### src/rtl/dryer_pkg.sv
// Shared dryer definitions: heat level codes, arbiter state encoding and
// the default one-second tick divider for a 50 kHz clock.
package dryer_pkg;

    localparam logic [1:0] HEAT_OFF = 2'b00;
    localparam logic [1:0] HEAT_LO  = 2'b01;
    localparam logic [1:0] HEAT_MD  = 2'b10;
    localparam logic [1:0] HEAT_HI  = 2'b11;

    localparam int unsigned DEFAULT_TICK_DIV = 50000;

    typedef enum logic [1:0] {
        SHARE = 2'd0,
        A_PRI = 2'd1,
        B_PRI = 2'd2
    } arb_state_t;

    function automatic logic [2:0] min3(input logic [2:0] x, input logic [2:0] y);
        return (x < y) ? x : y;
    endfunction

endpackage

### src/rtl/tick_prescaler.sv
// Free-running 0..TICK_DIV-1 counter producing a one-cycle tick on its last
// count; first tick TICK_DIV cycles after RESET.
module tick_prescaler
    import dryer_pkg::*;
#(
    parameter int unsigned TICK_DIV = DEFAULT_TICK_DIV
) (
    input  logic CLK,
    input  logic RESET,
    output logic tick
);

    localparam int unsigned CW = (TICK_DIV > 1) ? $clog2(TICK_DIV) : 1;
    localparam logic [CW-1:0] LAST = CW'(TICK_DIV - 1);

    logic [CW-1:0] cnt;

    always_ff @(posedge CLK) begin
        if (RESET || (cnt == LAST)) begin
            cnt <= '0;
        end else begin
            cnt <= cnt + 1'b1;
        end
    end

    assign tick = (cnt == LAST);

endmodule

### src/rtl/heater_power_arbiter.sv
// Splits a shared heater stage budget between dryer units A and B with
// rotating priority under contention. Define HEAT_STAGGER_EN for tick-paced ramp-up.
module heater_power_arbiter
    import dryer_pkg::*;
#(
    parameter int unsigned BUDGET   = 4,
    parameter int unsigned TICK_DIV = DEFAULT_TICK_DIV,
    parameter int unsigned ROTATE_S = 900
) (
    input  logic       CLK,
    input  logic       RESET,
    input  logic [1:0] REQ_A,
    input  logic [1:0] REQ_B,
    input  logic       MTR_A,
    input  logic       MTR_B,
    output logic [1:0] HTR_A,
    output logic [1:0] HTR_B,
    output logic       CONTEND,
    output logic       PRIO
);

    localparam logic [2:0] BUD = 3'(BUDGET);
    localparam int unsigned RW = (ROTATE_S > 1) ? $clog2(ROTATE_S) : 1;
    localparam logic [RW-1:0] ROT_LAST = RW'(ROTATE_S - 1);

    logic          tick;
    arb_state_t    state, state_nxt;
    logic          rr;
    logic [RW-1:0] rot_cnt;
    logic [2:0]    eff_a, eff_b;
    logic [2:0]    tgt_a, tgt_b;
    logic [2:0]    dec_a, dec_b;
    logic [1:0]    new_a, new_b;
    logic          contention, rotate_due;

    tick_prescaler #(.TICK_DIV(TICK_DIV)) u_tick (
        .CLK   (CLK),
        .RESET (RESET),
        .tick  (tick)
    );

    assign eff_a      = MTR_A ? {1'b0, REQ_A} : 3'd0;
    assign eff_b      = MTR_B ? {1'b0, REQ_B} : 3'd0;
    assign contention = (eff_a + eff_b) > BUD;
    assign rotate_due = tick && (rot_cnt == ROT_LAST);

    // Contention clear outranks a rotation falling on the same tick.
    always_comb begin
        state_nxt = state;
        unique case (state)
            SHARE: if (contention) state_nxt = rr ? B_PRI : A_PRI;
            A_PRI: begin
                if (!contention)     state_nxt = SHARE;
                else if (rotate_due) state_nxt = B_PRI;
            end
            B_PRI: begin
                if (!contention)     state_nxt = SHARE;
                else if (rotate_due) state_nxt = A_PRI;
            end
            default: state_nxt = SHARE;
        endcase
    end

    always_comb begin
        tgt_a = eff_a;
        tgt_b = eff_b;
        if (state == A_PRI) begin
            tgt_b = min3(eff_b, BUD - eff_a);
        end else if (state == B_PRI) begin
            tgt_a = min3(eff_a, BUD - eff_b);
        end

        // Decreases always land; increases are checked against post-decrease grants.
        dec_a = min3({1'b0, HTR_A}, tgt_a);
        dec_b = min3({1'b0, HTR_B}, tgt_b);
        new_a = dec_a[1:0];
        new_b = dec_b[1:0];
`ifdef HEAT_STAGGER_EN
        if (tick) begin
            if ((state == B_PRI) && (tgt_b > dec_b)) begin
                if ((dec_a + dec_b + 3'd1) <= BUD) new_b = dec_b[1:0] + 2'd1;
            end else if (tgt_a > dec_a) begin
                if ((dec_a + dec_b + 3'd1) <= BUD) new_a = dec_a[1:0] + 2'd1;
            end else if (tgt_b > dec_b) begin
                if ((dec_a + dec_b + 3'd1) <= BUD) new_b = dec_b[1:0] + 2'd1;
            end
        end
`else
        if ((tgt_a > dec_a) && ((tgt_a + dec_b) <= BUD)) begin
            new_a = tgt_a[1:0];
        end
        if ((tgt_b > dec_b) && (({1'b0, new_a} + tgt_b) <= BUD)) begin
            new_b = tgt_b[1:0];
        end
`endif
    end

    always_ff @(posedge CLK) begin
        if (RESET) begin
            state   <= SHARE;
            rr      <= 1'b0;
            rot_cnt <= '0;
            HTR_A   <= HEAT_OFF;
            HTR_B   <= HEAT_OFF;
            CONTEND <= 1'b0;
            PRIO    <= 1'b0;
        end else begin
            state   <= state_nxt;
            CONTEND <= contention;
            HTR_A   <= new_a;
            HTR_B   <= new_b;

            if (state == SHARE) begin
                if (contention) begin
                    rr      <= ~rr;
                    rot_cnt <= '0;
                end
            end else if (state_nxt != state) begin
                rot_cnt <= '0;
            end else if (tick) begin
                rot_cnt <= rot_cnt + 1'b1;
            end

            if (state_nxt == A_PRI) begin
                PRIO <= 1'b0;
            end else if (state_nxt == B_PRI) begin
                PRIO <= 1'b1;
            end
        end
    end

endmodule

### config.mk
export PLATFORM = sky130hd
export DESIGN_NAME = heater_power_arbiter
export DESIGN_NICKNAME = d
export VERILOG_FILES = /design/src/rtl/dryer_pkg.sv /design/src/rtl/tick_prescaler.sv /design/src/rtl/heater_power_arbiter.sv
export SDC_FILE = /design/constraint.sdc
export NUM_CORES = 1
export LEC_CHECK = 0
export CORE_ASPECT_RATIO = 0.5
export CORE_UTILIZATION = 64
export CTS_CLUSTER_SIZE = 16
export DETAILED_ROUTE_END_ITERATION = 16
export GPL_TIMING_DRIVEN = 0
export MAX_ROUTING_LAYER = met4
export PLACE_DENSITY_LB_ADDON = 0.05
export SLEW_MARGIN = 20
export SYNTH_ARGS = -nofsm -noshare
export SYNTH_HDL_FRONTEND = slang
export SYNTH_HIERARCHICAL = 1
export SYNTH_SLANG_ARGS = --single-unit
### constraint.sdc
create_clock -name CLK -period 9.9 [get_ports CLK]
set_input_delay 2.97 -clock CLK [delete_from_list [all_inputs] [get_ports CLK]]
set_output_delay 2.97 -clock CLK [all_outputs]
set_load 0.01 [all_outputs]
-- After elaboration in Yosys (flattened, before gate mapping)
Index checks and enable logic that the tools add are counted.
Widths: inputs -> output; s select.
- register bits: 35
- bits of input ports: 8
- logic and storage cells: 64
- $add $sub $neg: 7
- order comparisons: 9
- eq/ne operators: 8
- muxes and demuxes: 22
- bitwise logic cells: 1
- reductions and logical operators: 9
- operators with widths (kind ; number):
    $mux 10 ; 4
    $mux 3 ; 7
    $mux 2 ; 10
    $add 16x1->16 const B ; 1
    $eq 16x16->1 const B ; 1
    $lt 2x3->1 ; 4
    $add 10x1->10 const B ; 1
    $eq 10x10->1 const B ; 1
    $gt 3x3->1 ; 2
    $le 3x3->1 const B ; 2
    $pmux 2 s3 ; 1
    $sub 3x2->3 const A ; 2
    $eq 2x1->1 const B ; 2
    $eq 2x2->1 const B ; 2
    $reduce_and 2->1 ; 2
    $add 2x2->3 ; 1
    $add 2x3->3 ; 1
    $add 3x3->3 ; 1
    $gt 3x3->1 const B ; 1
    $logic_and 1x1->1 ; 3
    $reduce_bool 3->1 ; 1
    $logic_not 2->1 ; 1
    $ne 2x2->1 ; 1
    $ne 2x2->1 const B ; 1
    3 further kinds ; 3

-- Longest topological paths before layout
- word-level depth: 15
- mapped depth: 27

-- Cells and area by module
The synthesis kept the hierarchy.
- modules (own cells, without submodules) (module ; times used ; cells an instance ; area an instance (um^2) ; seq. area each (um^2)):
    heater_power_arbiter ; 1 ; 197 ; 1565.3 ; 380.4
    tick_prescaler ; 1 ; 81 ; 710.7 ; 320.3

-- Least setup slack after synthesis
Ideal clock, no wire load.
- path kind: input to register
- start point: input port MTR_A
- end point: register HTR_B[0]
- arrival time: 7397 ps
- path slack: 2376 ps
- cell stages on the path: 27
- buffers on the path: 1
- cell sequence: and2_1 -> clkbuf_1 -> inv_1 -> ha_1 -> or3b_1 -> nor2_1 -> nor2_1 -> inv_1 -> ha_1 -> nor2_1 -> nor2_1 -> a21oi_1 -> ha_1 -> inv_1 -> fa_1 -> a21oi_1 -> or3_1 -> a21oi_1 -> nor2_1 -> ha_1 -> inv_1 -> fa_1 -> a21oi_1 -> nor2_1 -> a221oi_2 -> mux2i_1 -> nor2_1
- longest elaborated chain between the ends: 15
- elaborated cells between the ends (all ways): 23
- those cells by class: add/sub (3); order compare (8); mux (10); reduce/logical (2)
- RTL lines (item ; RTL line ; text):
    start: declaration ; heater_power_arbiter.sv:14 ; input logic MTR_A,
    $mux 2 * ; heater_power_arbiter.sv:42 ; assign eff_a = MTR_A ? {1'b0, REQ_A} : 3'd0;
    $sub 3x2->3 ; heater_power_arbiter.sv:68 ; tgt_b = min3(eff_b, BUD - eff_a);
    $lt 2x3->1 ; dryer_pkg.sv:19 ; return (x < y) ? x : y;
    $mux 3 ; dryer_pkg.sv:19 ;
    $mux 3 ; heater_power_arbiter.sv:67 ; if (state == A_PRI) begin
    $lt 2x3->1 ; dryer_pkg.sv:19 ;
    $mux 3 ; dryer_pkg.sv:19 ;
    $add 3x3->3 ; heater_power_arbiter.sv:89 ; if ((tgt_a > dec_a) && ((tgt_a + dec_b) <= BUD)) begin
    $le 3x3->1 ; heater_power_arbiter.sv:89 ;
    $logic_and 1x1->1 ; heater_power_arbiter.sv:89 ;
    $mux 2 * ; heater_power_arbiter.sv:89 ;
    named net new_a[0] ; heater_power_arbiter.sv:33 ; logic [1:0] new_a, new_b;
    $add 2x3->3 * ; heater_power_arbiter.sv:92 ; if ((tgt_b > dec_b) && (({1'b0, new_a} + tgt_b) <= BUD)) begin
    $le 3x3->1 * ; heater_power_arbiter.sv:92 ;
    $logic_and 1x1->1 * ; heater_power_arbiter.sv:92 ;
    $mux 2 * ; heater_power_arbiter.sv:92 ;
    end signal: assignment ; heater_power_arbiter.sv:111 ; HTR_B <= new_b;
    end: declaration ; heater_power_arbiter.sv:17 ; output logic [1:0] HTR_B,
The timed path passes the listed nets; every way through them passes the cells marked *.
A chain may end at the register's enable or synchronous reset.

-- Worst setup path in the final report
- start point: input port MTR_A
- end point: register HTR_B[1]
The elaborated chain is that of the path after synthesis.

==> results.json <==
{
  "syn_area_per_cell_sq_um": 8.19,
  "max_slew_margin_pct": 67.8,
  "grt_pass1_vias": 1861,
  "dp.final_hpwl_microns": 3420,
  "initial_core_util_pct": 71.4,
  "leakagePower_nw": 0.929,
  "diodes": 0,
  "cp-end-kind": "flip-flop",
  "hold_path.class": "reg2reg",
  "area_growth_pct": 13.0,
  "timing.final.crit_share_pct": 85.0,
  "hold_viol": 0,
  "fmax_mhz": 119,
  "drc": 0,
  "cts_tree": "done",
  "fillers": 221,
  "cts_buffers": 5,
  "worst-slew-pin-transition_ns": 0.479,
  "synth_flop_cell": "dfxtp_1",
  "clk_path_buf_depth": 2,
  "grt_pass1_wl_microns": 7850,
  "rr_startpoint": "state[0]$_SDFF_PP0_",
  "reg2regPathDepth": 24,
  "die-area_sq_um": 3810,
  "core_region_area_sq_um": 3190,
  "final-setup-viol-count": 0,
  "slew_violations": 0,
  "layout_min_cycle_time_ns": 8.42,
  "grt_usage_pct": 27.5,
  "io_buffers": 12,
  "hold_buffers": 0,
  "vias_per_cell": 5.67,
  "antenna_left": 0,
  "drt_iter0_drc": 84,
  "required_ns": 10.07,
  "ys_ff_latch": 35,
  "antenna_found_initial": 0,
  "maxCapViolCount": 0,
  "rsz0062_at_grt": "false",
  "synth_fp_nets": 302,
  "synthesis.area_sq_um": 2280,
  "totalWireLength_microns": 4520,
  "cellPowerDensity_nw_per_um2": 125,
  "postCtsSetupRepairBufs": 0,
  "die_h_microns": 44.2,
  "async_reset_ff_share_pct": 0,
  "whs_ns": 0.480,
  "clock_latency_ns": 0.29,
  "tns_ns": 0,
  "routedWlPerCell_microns": 13.1,
  "grt_max_degree": 14,
  "whs_path_depth": 1,
  "firstDrtPassIters": 4,
  "outcome": "complete, no violations",
  "grt_overflow": 0,
  "cts_root_buffer": "clkbuf_8",
  "ctsResizeCount": 0,
  "htreeDepth": 2,
  "path_class": "in2reg",
  "syn_inst": 278,
  "hold_start": "u_tick/cnt[0]$_SDFF_PP0_",
  "synth_cell_types": 54,
  "ys_seq_area_share_pct": 30.8,
  "seq_area_sq_um": 701,
  "vdd_drop_max_v": 0.0000990,
  "gp_congestion": 0.919,
  "min_to": "u_tick/cnt[0]$_SDFF_PP0_",
  "multi_input_area_sq_um": 1460,
  "busiest_layer": "met2",
  "cts.sinks": 35,
  "final_util_pct": 80.7,
  "clk_pin_slew_ns": 0.07,
  "reg2reg_slack_ns": 4.91,
  "finClkSkew_ns": 0.00429,
  "cp-start-kind": "input pin",
  "vias": 1963,
  "ios": 14,
  "critPathArrivalTime_ns": 8.59,
  "use_met3_pct": 6.16,
  "grtUsageMet1_pct": 31.4,
  "grt_use_met2_pct": 49.2,
  "nets": 321,
  "worstPathMaxFanout": 7,
  "die_w_microns": 86.3,
  "r2r_end": "HTR_B[1]$_SDFF_PP0_",
  "ys.warnings.count": 6,
  "final_layout_size_suffix_gt1_share_pct": 7.05,
  "synth_edf_count": 0,
  "fp-row-count": 14
}
==> flip-flops by register name (all words and copies together), names as in the netlist <==
name        flops
state           2
HTR_B           2
HTR_A           2
rr              1
u_tick/cnt     16
rot_cnt        10
CONTEND         1
PRIO            1
==> worst max path at each step <==
| stage | from | end | slack (ns) | cells after the start |
|---|---|---|---|---|
| 2_1_floorplan | MTR_A | HTR_B[0]$_SDFF_PP0_ | 2.38 | 27 |
| 3_3_place_gp | MTR_A | HTR_B[1]$_SDFF_PP0_ | 1.40 | 28 |
| 3_5_place_dp | MTR_A | HTR_B[1]$_SDFF_PP0_ | 1.24 | 28 |
| 4_1_cts | MTR_A | HTR_B[1]$_SDFF_PP0_ | 1.54 | 28 |
| 5_1_grt | MTR_A | HTR_B[0]$_SDFF_PP0_ | 1.10 | 28 |
| 6_report | MTR_A | HTR_B[1]$_SDFF_PP0_ | 1.48 | 28 |
==> metrics by stage <==
stage	cell area, sq um	std cells	worst slack (ns)	power (mW)
after floorplan	2280	278	2.38	0.181
after global placement	2460	338	1.40	0.191
after detailed placement	2460	338	1.24	0.193
after CTS	2570	346	1.54	0.325
after global routing	2570	346	1.10	0.337
final	2570	346	1.48	0.323
==> cell usage in the layout (no fill, tap or decap), types with 4 or more instances in the layout <==
cell type        synthesis  layout
xor2_1                   8       8
a211oi_1                 5       5
nor4_1                   4       4
nor2_1                  44      44
nand4_1                  5       5
nand2_1                 20      20
clkdlybuf4s50_1          0      12
o21ai_0                  6       6
a21oi_1                 19      19
nand3_1                  9       9
xnor2_1                 18      18
ha_1                    14      14
clkbuf_8                 0       5
inv_1                   18      18
mux2i_1                  5       5
dfxtp_1                 35      35
nor3_1                  10      10
==> per-layer routing <==
layer	vias to the layer above	routed length, microns
met1	907	2100
met2	39	2220
met5	-	0
met3	3	175
met4	0	30
li1	1014	-
==> power by group <==
part	internal [mW]	switching [mW]	leakage (nW)
combinational	0.0198	0.0256	0.588
sequential	0.143	0.00212	0.283
clock	0.0763	0.0560	0.0587
==> logic make-up (layout without fill, tap and decap cells) <==
kind of cell               count (synthesis)  after routing  synth area share (%)
adders and majority gates                 16             16                  9.46
DFF                                       35             35                  30.8
muxes                                      5              5                  2.20
AOI/OAI and AO/OA                         51             51                  15.5
buffers and inverters                     26             46                  5.06
and+or+nand+nor                          119            119                  27.0
xor gates and xnor gates                  26             26                  10.0
==> critical path: stages <==
cell and delay (ns):
clkdlybuf4s50_1 0.57, and2_1 0.15, clkbuf_1 0.23, inv_1 0.13, ha_1 0.21, or3b_1 0.38
nor2_1 0.12, nor2_1 0.09, inv_1 0.14, ha_1 0.29, nor2_1 0.11, nor2_1 0.05
a21oi_1 0.21, ha_1 0.18, inv_1 0.04, fa_1 0.47, a21oi_1 0.10, or3_1 0.35
a21oi_1 0.20, nor2_1 0.08, ha_1 0.18, inv_1 0.07, fa_1 0.41, a21oi_1 0.15
nor2_1 0.06, a221oi_2 0.34, mux2i_1 0.23, nor2_1 0.05
==> final cells by class <==
| class | instances | share of cell area [%] |
|---|---|---|
| multi-input cells | 217 | 56.8 |
| flip-flops and latches | 35 | 27.2 |
| repair buffers | 12 | 4.67 |
| clock buffers | 5 | 2.68 |
| inverters | 18 | 2.63 |
| well taps | 48 | 2.33 |
| clock inverters | 3 | 1.85 |
| plain buffers | 8 | 1.85 |
==> Yosys cell counts, drive strengths merged (3+ instances only) <==
master | number | area, sq um
a21oi | 19 | 95.1
xor2 | 8 | 70.1
nor3 | 10 | 50.1
o21ai | 6 | 30.0
nor4 | 5 | 46.3
xnor2 | 18 | 158
or3 | 3 | 18.8
dfxtp | 35 | 701
inv | 18 | 67.6
ha | 14 | 175
nor2 | 44 | 165
or4 | 3 | 26.3
nand3 | 9 | 45.0
clkbuf | 3 | 11.3
buf | 5 | 36.3
a211oi | 5 | 37.5
mux2i | 5 | 50.1
nand4 | 6 | 43.8
nand2 | 21 | 81.3
(Power assumes the default switching activity.)
